<file path="config.mk">
export PLATFORM = sky130hd
export DESIGN_NAME = regfile_dump_reader
export DESIGN_NICKNAME = d
export VERILOG_FILES = /design/src/rtl/regfile_pkg.sv /design/src/rtl/regfile_dump_reader.sv
export SDC_FILE = /design/constraint.sdc
export NUM_CORES = 1
export LEC_CHECK = 0
export BUFFER_PORTS_ARGS = -buffer_cell sky130_fd_sc_hd__buf_2
export CAP_MARGIN = 20
export CORE_MARGIN = 2
export CORE_UTILIZATION = 30
export DETAILED_ROUTE_END_ITERATION = 10
export HOLD_SLACK_MARGIN = 0.05
export PLACE_DENSITY = 0.64
export SYNTH_ARGS = -nofsm -noshare
export SYNTH_HDL_FRONTEND = slang
export SYNTH_SLANG_ARGS = --single-unit
</file>
<file path="constraint.sdc">
create_clock -name clk_i -period 1.8 [get_ports clk_i]
set_input_delay 0.36 -clock clk_i [delete_from_list [all_inputs] [get_ports clk_i]]
set_output_delay 0.36 -clock clk_i [all_outputs]
set_load 0.005 [all_outputs]
</file>
<file path="src/rtl/regfile_pkg.sv">
// Shared register-file definitions. The register file and the debug readers
// that walk it use these.
package regfile_pkg;

    localparam int          REG_COUNT  = 16;
    localparam int          REG_ADDR_W = 4;
    localparam logic [3:0]  PC_REG     = 4'd15;

    typedef enum logic [1:0] {
        IDLE,
        READ,
        SEND,
        DONE
    } dump_state_t;

endpackage

</file>
<file path="src/rtl/regfile_dump_reader.sv">
// Walks a range of register-file entries over one read port and streams each
// captured word out through a valid/ready handshake.
//
// state | meaning
// IDLE  | parked on FIRST_REG, waiting for start
// READ  | one cycle: capture rf_data for rf_addr into the output word
// SEND  | word held stable until the consumer accepts it
// DONE  | one-cycle done pulse, then back to IDLE
module regfile_dump_reader
    import regfile_pkg::*;
#(
    parameter int N         = 32,
    parameter int FIRST_REG = 0,
    parameter int LAST_REG  = 15
) (
    input  logic                  clk_i,
    input  logic                  rst_i,
    input  logic                  start_i,
    input  logic                  abort_i,
    output logic [REG_ADDR_W-1:0] rf_addr_o,
    input  logic [N-1:0]          rf_data_i,
    output logic                  out_valid_o,
    input  logic                  out_ready_i,
    output logic [N-1:0]          out_data_o,
    output logic [REG_ADDR_W-1:0] out_index_o,
    output logic                  out_last_o,
    output logic                  busy_o,
    output logic                  done_o
);

    if (FIRST_REG < 0 || FIRST_REG > LAST_REG || LAST_REG > REG_COUNT - 1) begin : g_param_check
        $error("regfile_dump_reader: FIRST_REG/LAST_REG outside 0 <= FIRST_REG <= LAST_REG <= 15");
    end

    localparam logic [REG_ADDR_W-1:0] FIRST_A = REG_ADDR_W'(FIRST_REG);
    localparam logic [REG_ADDR_W-1:0] LAST_A  = REG_ADDR_W'(LAST_REG);

    dump_state_t           state_q;
    logic [REG_ADDR_W-1:0] addr_q;
    logic                  valid_q;
    logic [N-1:0]          data_q;
    logic [REG_ADDR_W-1:0] index_q;
    logic                  last_q;
    logic                  busy_q;
    logic                  done_q;

    always_ff @(posedge clk_i) begin
        if (rst_i) begin
            state_q <= IDLE;
            addr_q  <= FIRST_A;
            valid_q <= 1'b0;
            data_q  <= '0;
            index_q <= '0;
            last_q  <= 1'b0;
            busy_q  <= 1'b0;
            done_q  <= 1'b0;
        end else begin
            done_q <= 1'b0;
            unique case (state_q)
                IDLE: begin
                    addr_q <= FIRST_A;
                    if (start_i && !abort_i) begin
                        state_q <= READ;
                        busy_q  <= 1'b1;
                    end
                end
                READ: begin
                    if (abort_i) begin
                        state_q <= IDLE;
                        addr_q  <= FIRST_A;
                        busy_q  <= 1'b0;
                    end else begin
                        data_q  <= rf_data_i;
                        index_q <= addr_q;
                        last_q  <= (addr_q == LAST_A);
                        valid_q <= 1'b1;
                        state_q <= SEND;
                    end
                end
                SEND: begin
                    if (abort_i) begin
                        state_q <= IDLE;
                        addr_q  <= FIRST_A;
                        valid_q <= 1'b0;
                        busy_q  <= 1'b0;
                    end else if (valid_q && out_ready_i) begin
                        valid_q <= 1'b0;
                        // The last word never advances the address, so it stops at LAST_REG.
                        if (last_q) begin
                            state_q <= DONE;
                            done_q  <= 1'b1;
                        end else begin
                            addr_q  <= addr_q + REG_ADDR_W'(1);
                            state_q <= READ;
                        end
                    end
                end
                DONE: begin
                    busy_q  <= 1'b0;
                    addr_q  <= FIRST_A;
                    state_q <= IDLE;
                end
                default: state_q <= IDLE;
            endcase
        end
    end

    assign rf_addr_o   = addr_q;
    assign out_valid_o = valid_q;
    assign out_data_o  = data_q;
    assign out_index_o = index_q;
    assign out_last_o  = last_q;
    assign busy_o      = busy_q;
    assign done_o      = done_q;

endmodule

</file>
==> results.md <==
- Antenna Cells: 0
- Top cell type's share of synthesized area: 51.0%
- Setup TNS: 0 ps
- Final min period: 1610 ps
- Final net count: 343
- CTS max path bufs: 2
- Final std cells w/o fill: 377
- PwrDens: 855 nW/µm²
- Largest net degree at the start of global routing: 36
- CTS tree: done
- Critical path's largest stage delay: 350 ps
- Layout Skew: 4.24 ps
- Sink Count: 46
- Drt drc: 0
- Crit path kind: register to register
- Final Instance Area: 2400 µm²
- Hold Vio Cnt, Final: 0
- Area post-placement: 2300 µm²
- Mapped Nets: 266
- Initial antenna violation count: 0
- FP Rows: 28
- DR WL/cell: 11.7 µm
- Busiest grt layer: met2
- CP Max Fanout: 9
- Total clock buffers created by CTS: 5
- Area delta synth->final: 32.6%
- Setup violators final: 0
- Synth top area cells: dfxtp_1 51%, nand2_1 16%, a21oi_1 11%, ha_1 3.5%, buf_2 1.4%
- Slowest CP cell: ha_1
- Drt initial violations: 48
- DIE AREA: 6660 µm²
- Critical Path RT: 2000 ps
- CTS root buf: clkbuf_8
- Total of max-cap violations: 0
- WL final: 4430 µm
- Die width: 81.6 µm
- RSZ-0062 raised after global routing: false
- Met1 usage: 16.0%
- Met2 Use GR: 23.3%
- Post-CTS Setup Inserts: 0
- Vias: 1746
- Post-synthesis sequential area ratio: 51.0%
- Critical path buffers and inverters: 1
- Run status: finished clean
- Clock transition at path regs: 80 ps
- Overall Power: 2.05 mW
- Synth Area per Inst: 8.07 µm²
- DRT Pass-1 Iters: 4
- Relative slew margins: 60.6%
- Total leakage power: 1.06 nW
- R2R setup slack: 190 ps
- Top delay family on crit path: simple AND/OR/NAND/NOR gates
- # fillers: 625
- Gpl congestion: 0.768
- Hold WS: 304 ps
- Register bit total from synthesis: 46
- ANT nets after route: 0
- Most frequent cells in the layout: 80 x buf_2, 79 x nand2_1, 46 x dfxtp_1
- Cell accounting for the most synthesized area: dfxtp_1
- CP Capture Type: register
- Number of global-route vias before repair: 1598
- Cell Area, Synth: 1810 µm²
- Arrival @ worst endpoint: 1810 ps
- All-Layer GR Usage: 13.4%
- Ports: 81
- Layout cells sized above 1: 31.1%
- Period utilization: 89.4%
- Port Buf Inserts: 80
- Critical-path cell list: inv_1 > ha_1 > nand2b_1 > or3_1 > a311oi_2
- Critical Path Start Type: register
- Height of the die: 81.6 µm
- Met3 usage: 4.40%
- Slew @ Worst Pin: 591 ps
- CTS resizes: 0
- First-pass GRT wire length: 7060 µm
- H-tree Lvls: 2
- CTS Hold Bufs: 0
- Worst hold-check path type: primary input to register
- Dpl hpwl: 3080 µm
- Via density: 4.63
- Core area: 5890 µm²
- Initial Util: 30.7%
- Leading cell type in the layout, fill and taps excluded: buf_2
- Final slew viol count: 0
- Post-Synthesis Cells: 224
- Max Freq: 0.621 GHz
- Yosys warns: 0
- Number of distinct library cells after synthesis: 29
- Maximum vdd drop: 0.309 mV
- Placed cell count: 369
- Worst-skew pair later-pin latency: 290 ps
- GRT overflow: 0
==> cell usage after synthesis <==
library cell   n
inv_1          4
a21oi_1       41
nand2_1       79
o21ai_0        2
nand4_1        2
buf_2          5
nor3_1         4
clkbuf_1       6
a21boi_0       1
a211oi_1       3
or3_1          1
nand2b_1       2
a32oi_1        1
nor2_1         4
a21o_1         1
nor4b_1        1
a22oi_1        2
nand3b_1       2
buf_1          1
ha_1           5
a311oi_2       1
and3b_1        1
a2111oi_0      1
nand3_1        1
o21bai_1       1
dfxtp_1       46
nor2b_1        1
mux2i_1        2
buf_4          3
==> worst min-delay path, cell delays in order <==
cell and delay, ps:
buf_2 100, nand2_1 40, a21oi_1 50
==> worst paths after layout <==
kind,start,to,cells after the start
min,rf_data_i[11],out_data_o[11],3
max reg2reg,state_q[0],rf_addr_o[3],5
max,state_q[0],rf_addr_o[3],5
min reg2reg,out_data_o[5],out_data_o[5],2
==> layout make-up <==
cell class	instances	area [µm²]	area share, %
sequential	46	921	38.4
multi-input combinational	159	800	33.4
timing repair buffer	85	475	19.8
tap	75	93.8	3.92
clock buffer	7	86.3	3.60
inverter	4	15.0	0.627
clock inverter	1	5.00	0.209
==> cell families after synthesis <==
family	after synthesis	synth area share [%]
and+or+nand+nor	98	22.5
AOI/OAI and AO/OA	54	17.0
DFF	46	51.0
buffers and inverters	19	4.92
adders and majority gates	5	3.46
muxes	2	1.11
==> through the flow <==
stage	util, %	setup WS [ps]
after floorplan	-	319
after global placement	39.2	312
after detailed placement	39.2	226
after CTS	40.7	183
after global routing	40.7	78.4
final	40.7	190
==> sequential cells by signal, indices dropped and copies added (netlist names) <==
register	flops
out_data_o	32
out_index_o	4
rf_addr_o	4
state_q	2
busy_o	1
done_o	1
out_last_o	1
out_valid_o	1
==> report_power, final <==
| part | switching, mW | internal, mW | total [mW] |
|---|---|---|---|
| Combinational | 0.171 | 0.144 | 0.315 |
| Sequential | 0.0275 | 1.07 | 1.10 |
| Clock | 0.327 | 0.310 | 0.637 |
==> per-layer routing <==
metal / vias to the layer above / wire length (µm) / part of all wire (%)
li1: 893 / - / -
met1: 794 / 1990 / 45
met2: 57 / 2010 / 45
met3: 2 / 402 / 9.1
met4: 0 / 19 / 0.43
met5: - / 0 / 0
No activity file was read; power rests on OpenSTA's default activity.
